<file path="config.mk">
export PLATFORM = sky130hd
export DESIGN_NAME = bus_timer_flat
export DESIGN_NICKNAME = d
export VERILOG_FILES = /design/src/rtl/bus_timer_if.sv /design/src/rtl/bus_timer.sv /design/src/flat_wrapper.sv
export SDC_FILE = /design/constraint.sdc
export NUM_CORES = 1
export LEC_CHECK = 0
export ABC_AREA = 1
export BUFFER_PORTS_ARGS = -buffer_cell sky130_fd_sc_hd__buf_2
export CORE_ASPECT_RATIO = 2
export CORE_UTILIZATION = 43
export CTS_CLUSTER_DIAMETER = 40
export DETAILED_ROUTE_END_ITERATION = 16
export MAX_ROUTING_LAYER = met4
export PLACE_DENSITY_LB_ADDON = 0.2
export SLEW_MARGIN = 5
export SYNTH_ARGS = -nofsm -noshare
export SYNTH_HDL_FRONTEND = slang
export SYNTH_SLANG_ARGS = --single-unit
</file>
<file path="constraint.sdc">
create_clock -name Clk -period 1.45 [get_ports Clk]
set_clock_uncertainty 0.05 [all_clocks]
set_input_delay 0.145 -clock Clk [delete_from_list [all_inputs] [get_ports Clk]]
set_output_delay 0.145 -clock Clk [all_outputs]
set_load 0.02 [all_outputs]
</file>
<file path="src/rtl/bus_timer_if.sv">
// Register-bus bundle between the bridge and the bus timer.
interface bus_timer_if;
    logic        Sel;
    logic [31:0] Addr;
    logic [3:0]  ByteEn;
    logic [31:0] WData;
    logic [31:0] RData;

    modport master (output Sel, Addr, ByteEn, WData, input RData);
    modport slave  (input Sel, Addr, ByteEn, WData, output RData);
endinterface

</file>
<file path="src/rtl/bus_timer.sv">
// Programmable down-counting timer with one-shot and auto-reload modes,
// byte-lane register writes and a maskable level interrupt.
module bus_timer (
    input  logic       Clk,
    input  logic       Rst,
    bus_timer_if.slave bus,
    output logic       IRQ
);

    typedef enum logic [1:0] {
        StIdle = 2'd0,
        StLoad = 2'd1,
        StCnt  = 2'd2,
        StInt  = 2'd3
    } state_e;

    state_e      state_q;
    logic        en_q;
    logic [1:0]  mode_q;
    logic        im_q;
    logic        irq_flag_q;
    logic [31:0] preset_q;
    logic [31:0] count_q;
    logic [31:0] preset_d;

    logic wr_en;
    logic ctrl_wr;
    logic preset_wr;
    logic unused_addr;

    assign wr_en       = bus.Sel && (bus.ByteEn != 4'b0000);
    assign ctrl_wr     = wr_en && (bus.Addr[3:2] == 2'd0);
    assign preset_wr   = wr_en && (bus.Addr[3:2] == 2'd1);
    assign unused_addr = ^{bus.Addr[31:4], bus.Addr[1:0]};

    always_comb begin
        preset_d = preset_q;
        for (int i = 0; i < 4; i++) begin
            if (bus.ByteEn[i]) begin
                preset_d[8*i +: 8] = bus.WData[8*i +: 8];
            end
        end
    end

    always_comb begin
        bus.RData = 32'd0;
        if (bus.Sel) begin
            case (bus.Addr[3:2])
                2'd0:    bus.RData = {28'd0, im_q, mode_q, en_q};
                2'd1:    bus.RData = preset_q;
                2'd2:    bus.RData = count_q;
                default: bus.RData = 32'd0;
            endcase
        end
    end

    always_ff @(posedge Clk) begin
        if (Rst) begin
            state_q    <= StIdle;
            en_q       <= 1'b0;
            mode_q     <= 2'b00;
            im_q       <= 1'b0;
            irq_flag_q <= 1'b0;
            preset_q   <= 32'd0;
            count_q    <= 32'd0;
        end else begin
            case (state_q)
                StIdle: begin
                    if (en_q) state_q <= StLoad;
                end
                StLoad: begin
                    count_q <= preset_q;
                    state_q <= StCnt;
                end
                StCnt: begin
                    if (!en_q) begin
                        state_q <= StIdle;
                    end else if (count_q > 32'd1) begin
                        count_q <= count_q - 32'd1;
                    end else begin
                        // Count of 0 or 1 both finish here, so PRESET=0 acts as 1.
                        count_q    <= 32'd0;
                        irq_flag_q <= 1'b1;
                        state_q    <= StInt;
                    end
                end
                StInt: begin
                    if (mode_q == 2'b01) begin
                        irq_flag_q <= 1'b0;
                        state_q    <= StLoad;
                    end else begin
                        en_q    <= 1'b0;
                        state_q <= StIdle;
                    end
                end
                default: state_q <= StIdle;
            endcase

            // Bus writes come last so they override the FSM's own updates.
            if (ctrl_wr) begin
                irq_flag_q <= 1'b0;
                if (bus.ByteEn[0]) begin
                    en_q   <= bus.WData[0];
                    mode_q <= bus.WData[2:1];
                    im_q   <= bus.WData[3];
                end
            end
            if (preset_wr) preset_q <= preset_d;
        end
    end

    assign IRQ = im_q & irq_flag_q;

endmodule

</file>
<file path="src/flat_wrapper.sv">
// flat-port wrapper written by rule: the top's interface ports become plain ports
module bus_timer_flat 
  (Clk, Rst, IRQ, bus_Sel, bus_Addr, bus_ByteEn, bus_WData, bus_RData);
  bus_timer_if bus_i ();
  input  logic Clk;
  input  logic Rst;
  output logic IRQ;
  input wire logic [$bits(bus_i.Sel)-1:0] bus_Sel;
  input wire logic [$bits(bus_i.Addr)-1:0] bus_Addr;
  input wire logic [$bits(bus_i.ByteEn)-1:0] bus_ByteEn;
  input wire logic [$bits(bus_i.WData)-1:0] bus_WData;
  output wire logic [$bits(bus_i.RData)-1:0] bus_RData;
  assign bus_i.Sel = bus_Sel;
  assign bus_i.Addr = bus_Addr;
  assign bus_i.ByteEn = bus_ByteEn;
  assign bus_i.WData = bus_WData;
  assign bus_RData = bus_i.RData;
  bus_timer u_core (.Clk(Clk), .Rst(Rst), .bus(bus_i), .IRQ(IRQ));
endmodule
</file>
==> flow_summary.json, run 1 <==
{
  "status": "finished with violations",
  "violations": "negative setup slack",
  "via_count": 5577,
  "ir_drop_mv": 0.861,
  "arrival_ns": 1.87,
  "die_w_um": 73.8,
  "place.gp.congestion": 0.951,
  "die_area_sq_um": 10700,
  "drv_cap": 0,
  "pin_count": 104,
  "min_period_over_period_pct": 113,
  "layout_common_cells": "o21ai_0 (104), buf_4 (90), inv_1 (85), nand2_1 (76), nor2_1 (73)",
  "synth_nets": 786,
  "r2r-start": "u_core.count_q[0]",
  "start_util_pct": 44.0,
  "place_hpwl_um": 10800,
  "drt-total-wl_um": 16800,
  "grt_setup_unrepaired": "yes",
  "synth.area.mux_share_pct": 0,
  "worst_pin_slew_ns": 0.375,
  "power_leakage_uw": 0.00312,
  "min_period_ns": 1.64,
  "crit_path_end_kind": "flop",
  "fin_ws_ns": -0.185,
  "r2r_slack_ns": -0.19,
  "drt_iter0_drc": 362,
  "syn_inst": 713,
  "r2r-end": "u_core.count_q[28]",
  "pre_cts_ws_ns": -0.656,
  "synth_area_leaders": "dfxtp_1 (32%), o21ai_0 (13%), inv_1 (10%), nor2_1 (8.7%), nand2_1 (7.7%)",
  "syn_to_final_growth_pct": 63.4,
  "r2r_cells": 11,
  "grt_pass1_vias": 5491,
  "clock-sinks": 71,
  "ant_nets": 0,
  "final_common_cell": "o21ai_0",
  "cts-root-buf": "clkbuf_16",
  "stdcell_area_sq_um": 7240,
  "route.detailed.drc": 0,
  "ys_seq_area_share_pct": 32.1,
  "worstPathMaxFanout": 5,
  "n_antenna_cell": 0,
  "worstSetupPathType": "flop to flop",
  "fill_cells": 797,
  "maxSlewHeadroom_pct": 74.7,
  "row_count": 52,
  "final_cells": 1034,
  "grt_pass1_wl_um": 25200,
  "fin_tns_setup_ns": -4.69,
  "die_y_um": 146,
  "clockBufferDepth": 2,
  "totalPowerFinal_uw": 8310,
  "viasPerCell": 5.39,
  "hp-class": "input port to flop",
  "firstDrtPassIters": 5,
  "drive_gt1_share_pct": 46.6,
  "yosysUniqueCellTypes": 27,
  "overflow": 0,
  "yosysTopAreaCellShare_pct": 32.1,
  "layout.nets": 967,
  "syn_area_sq_um": 4430,
  "gr-usage-all-layers_pct": 31.5,
  "antenna_found_initial": 0,
  "synthAdderAreaFrac_pct": 0.564,
  "yosys_warnings": 0,
  "ys_seq_elements": 71,
  "finalHoldViolations": 0,
  "clk_pin_slew_ns": 0.06,
  "crit_start": "u_core.count_q[0]",
  "critical_path_required_ns": 1.68,
  "routedWlPerCell_um": 16.3,
  "numCtsBuffers": 9,
  "core_sq_um": 10100,
  "slew_viol_final": 0,
  "yosys.area.top_type": "dfxtp_1",
  "post-place-cells": 981,
  "setup-violations-final": 46,
  "io_buffers": 73,
  "critical_path.startpoint_type": "flop",
  "synth_top_family_by_area": "compound AO/OA/AOI/OAI gates",
  "grt_start_max_net_pins": 36,
  "synthSimpleGateAreaFrac_pct": 24.5,
  "endpoint": "u_core.count_q[28]",
  "syn_area_per_cell_sq_um": 6.22,
  "cts_htree_levels": 3,
  "max_freq_mhz": 612,
  "post_dp_cell_area_sq_um": 5630,
  "synth_xor_area_share_pct": 0.593,
  "synth_compound_area_share_pct": 27.9,
  "insertion_delay_ns": 0.35,
  "cts_tree": "done",
  "power_density_nw_per_um2": 1150
}
## worst max-delay path, cell delays in order, from the launching register on
cell and delay [ns]:
dfxtp_4 0.37, inv_4 0.07, ha_4 0.14, buf_6 0.12, nand2_8 0.06, nor2_4 0.22, nand2_4 0.12, nor2_2 0.12
nand2_1 0.06, nand2_1 0.05, nand2_1 0.07, a21oi_2 0.12
## flip-flops by register name, indices dropped and copies added, names as in the netlist
name               flops
u_core.en_q            1
u_core.irq_flag_q      1
u_core.state_q         2
u_core.preset_q       32
u_core.count_q        32
u_core.im_q            1
u_core.mode_q          2
## how the worst min path moves through the flow
stage,startpoint,to,slack (ns),cells after the start
after floorplan,Rst,u_core.state_q[1],0.16,1
after global placement,Rst,u_core.state_q[1],0.29,2
after detailed placement,Rst,u_core.state_q[1],0.29,2
after CTS,bus_WData[14],u_core.preset_q[14],0.02,3
after global routing,bus_WData[25],u_core.preset_q[25],0.04,3
final,bus_WData[7],u_core.preset_q[7],0.02,3
## final cells by class
cell class	count	area (sq um)	area share, %
inverter	127	552	7.62
sequential	71	1480	20.4
clock inverter	5	80.1	1.11
clock buffer	11	253	3.49
multi-input combinational	484	2880	39.8
tap	135	169	2.33
timing repair buffer	201	1830	25.3
## synthesized netlist by cell type, drive strengths merged
| cell type | number |
|---|---|
| inv | 127 |
| o21ai | 124 |
| nor2 | 114 |
| nand2 | 98 |
| a21oi | 73 |
| dfxtp | 71 |
| o22ai | 32 |
| nand3 | 31 |
| clkbuf | 17 |
| buf | 15 |
| xor2 | 3 |
| ha | 2 |
| nand4 | 2 |
| or2 | 2 |
| nor3 | 1 |
| o211ai | 1 |
## kinds of logic (layout without fill, tap and decap cells)
kind of cell,count (synthesis),in the layout
flip-flops,71,71
buffers and inverters,159,344
adder cells (fa/ha/maj),2,2
AO/OA/AOI/OAI,230,230
XOR/XNOR,3,3
AND/OR/NAND/NOR,248,249
## metrics by stage
step / hold WS [ns] / util (%)
after floorplan: 0.164 / -
after global placement: 0.294 / 55.9
after detailed placement: 0.294 / 55.9
after CTS: 0.0246 / 66.1
after global routing: 0.0422 / 71.8
final: 0.0227 / 71.8
## routing by layer
metal | routed length (um) | global-route usage [%] | share of wire, %
met5 | 0 | - | 0
met2 | 9170 | 56.1 | 55
met4 | 1120 | 20.4 | 6.6
met1 | 5840 | 29.2 | 35
met3 | 684 | 5.89 | 4.1
## repair_timing
action,CTS,global route
setup buffers,18,15
setup endpoints to repair,65,65
cloned,2,2
pin swaps,49,49
endpoints found under the hold margin,1,0
resized for setup,185,130
hold buffers,1,0
## power breakdown
| part | internal, uW | switching [uW] | leakage, uW |
|---|---|---|---|
| sequential | 2100 | 112 | 0.000594 |
| combinational | 1500 | 2100 | 0.00237 |
| clock | 1600 | 903 | 0.000158 |
Note: power is estimated with default switching activity, not from simulation.
==> inputs of run 2 (changes only) <==
- REMOVE_ABC_BUFFERS: default -> 1
==> run 2 against run 1 <==
Compared with the run above:
- the flow still finishes with violations (negative setup slack)
- register-to-register slack worse by 0.04 ns
- count of clock-buffer cells in the layout did not move
- worst setup slack worse by 0.036 ns
- sequential cell count is the same
==> flow_summary.json, run 2 (synthesized netlist as in run 1, its figures left out) <==
{
  "status": "finished with violations",
  "violations": "negative setup slack",
  "p_int_uw": 5380,
  "numCtsBuffers": 9,
  "grt_pass1_wl_um": 25500,
  "crit_path_end_kind": "flop",
  "drv_cap": 0,
  "combPwrFrac_pct": 45.2,
  "syn_to_final_growth_pct": 64.0,
  "cts_tree": "done",
  "swShare_pct": 38.0,
  "gr-usage-all-layers_pct": 31.9,
  "stdcell_area_sq_um": 7270,
  "clockPowerShare_pct": 28.9,
  "fin_ws_ns": -0.221,
  "power_leakage_uw": 0.00313,
  "r2r_cells": 11,
  "die_w_um": 73.8,
  "drive_gt1_share_pct": 48.8,
  "cts-root-buf": "clkbuf_16",
  "pin_count": 104,
  "grt_pass1_vias": 5496,
  "drt-total-wl_um": 18400,
  "insertion_delay_ns": 0.34,
  "clockBufferDepth": 2,
  "finalHoldViolations": 0,
  "endpoint": "u_core.count_q[17]",
  "layout_common_cells": "o21ai_0 (107), buf_4 (100), inv_1 (89), nand2_1 (71), nor2_1 (67)",
  "routedWlPerCell_um": 17.7,
  "die_y_um": 146,
  "ir_drop_mv": 1.17,
  "hold_start": "bus_WData[4]",
  "reg_top3": "u_core.count_q x32, u_core.preset_q x32",
  "route.detailed.drc": 0,
  "io_buffers": 73,
  "totalPowerFinal_uw": 8670,
  "layout.nets": 973,
  "slew_viol_final": 0,
  "utilization_pct": 72.1,
  "cts_htree_levels": 3,
  "die_area_sq_um": 10700,
  "ant_nets": 0,
  "pre_cts_ws_ns": -0.304,
  "pwr-share-seq_pct": 25.9,
  "viasPerCell": 5.53,
  "r2r-start": "u_core.count_q[0]",
  "grt_start_max_net_pins": 59,
  "min_period_over_period_pct": 115,
  "grt_setup_unrepaired": "yes",
  "firstDrtPassIters": 5,
  "final_common_cell": "o21ai_0",
  "power_switching_uw": 3290,
  "worstSetupPathType": "flop to flop",
  "row_count": 52,
  "via_count": 5760,
  "critical_path.startpoint_type": "flop",
  "antenna_found_initial": 0,
  "overflow": 0,
  "crit_start": "u_core.count_q[0]",
  "worstPathMaxFanout": 5,
  "post_dp_cell_area_sq_um": 5610,
  "critical_path_required_ns": 1.67,
  "place.gp.congestion": 0.891,
  "fill_cells": 748,
  "r2r-end": "u_core.count_q[17]",
  "place_hpwl_um": 11100,
  "min_period_ns": 1.67,
  "worst_pin_slew_ns": 0.492,
  "clock-sinks": 71,
  "arrival_ns": 1.89,
  "maxSlewHeadroom_pct": 66.9,
  "drt_iter0_drc": 402,
  "r2r_slack_ns": -0.22,
  "hp-class": "input port to flop",
  "max_freq_mhz": 598,
  "start_util_pct": 44.0,
  "setup-violations-final": 45,
  "clk_pin_slew_ns": 0.06,
  "fin_tns_setup_ns": -6.23,
  "power_density_nw_per_um2": 1190,
  "core_sq_um": 10100
}
==> run 2: area by class of cell <==
| cell class | instances | area, sq um | share of cell area, % |
|---|---|---|---|
| flip-flops and latches | 71 | 1510 | 20.7 |
| diodes | 1 | 2.50 | 0.0344 |
| inverters | 127 | 524 | 7.21 |
| clock inverters | 5 | 80.1 | 1.10 |
| clock buffers | 11 | 253 | 3.48 |
| multi-input cells | 483 | 2950 | 40.6 |
| well taps | 135 | 169 | 2.32 |
| repair buffers | 208 | 1780 | 24.5 |
==> run 2: stage by stage <==
stage	cells	hold slack (ns)
4_1_cts	1021	0.0245
6_report	1041	0.0264
2_1_floorplan	681	0.164
5_1_grt	1040	0.0478
3_3_place_gp	983	0.294
3_5_place_dp	983	0.296
==> run 2: worst max-delay path, cell delays in order, from the launching register on <==
cell and delay (ns):
dfxtp_4 0.39, inv_4 0.05, ha_4 0.17, o21ai_4 0.13, nor2_2 0.05, nand2_2 0.07, nor2_4 0.05, nor2_4 0.11
buf_6 0.15, buf_6 0.14, nand3_1 0.09, a21oi_1 0.14
==> run 2: worst min-delay path by stage <==
stage                          end  depth (start not counted)  slack (ns)
2_1_floorplan    u_core.state_q[1]                          1        0.16
3_3_place_gp     u_core.state_q[1]                          2        0.29
3_5_place_dp     u_core.state_q[1]                          2        0.30
4_1_cts        u_core.preset_q[14]                          3        0.02
5_1_grt        u_core.preset_q[29]                          3        0.05
6_report        u_core.preset_q[4]                          3        0.03
==> run 2: power by group through the flow <==
stage | registers [uW] | logic (uW) | clock network (uW)
after global placement | 2210 | 2600 | 0
after global routing | 2250 | 4160 | 2600
after floorplan | 2210 | 1470 | 0
after CTS | 2200 | 3040 | 2510
after detailed placement | 2220 | 2660 | 0
final | 2250 | 3920 | 2510
==> run 2: metal layers <==
metal,GRT usage (%),vias up,wire (um)
met5,-,-,0
li1,-,2680,-
met3,4.71,92,779
met2,58.7,250,10200
met4,19.2,0,1320
met1,29.3,2738,6170
==> run 2: what timing repair did <==
item,in CTS,in global routing
hold buffers,1,0
buffers inserted,19,19
setup endpoints to repair,63,65
pin swaps,42,71
gates cloned,2,2
resized for setup,164,170
endpoints found under the hold margin,1,0
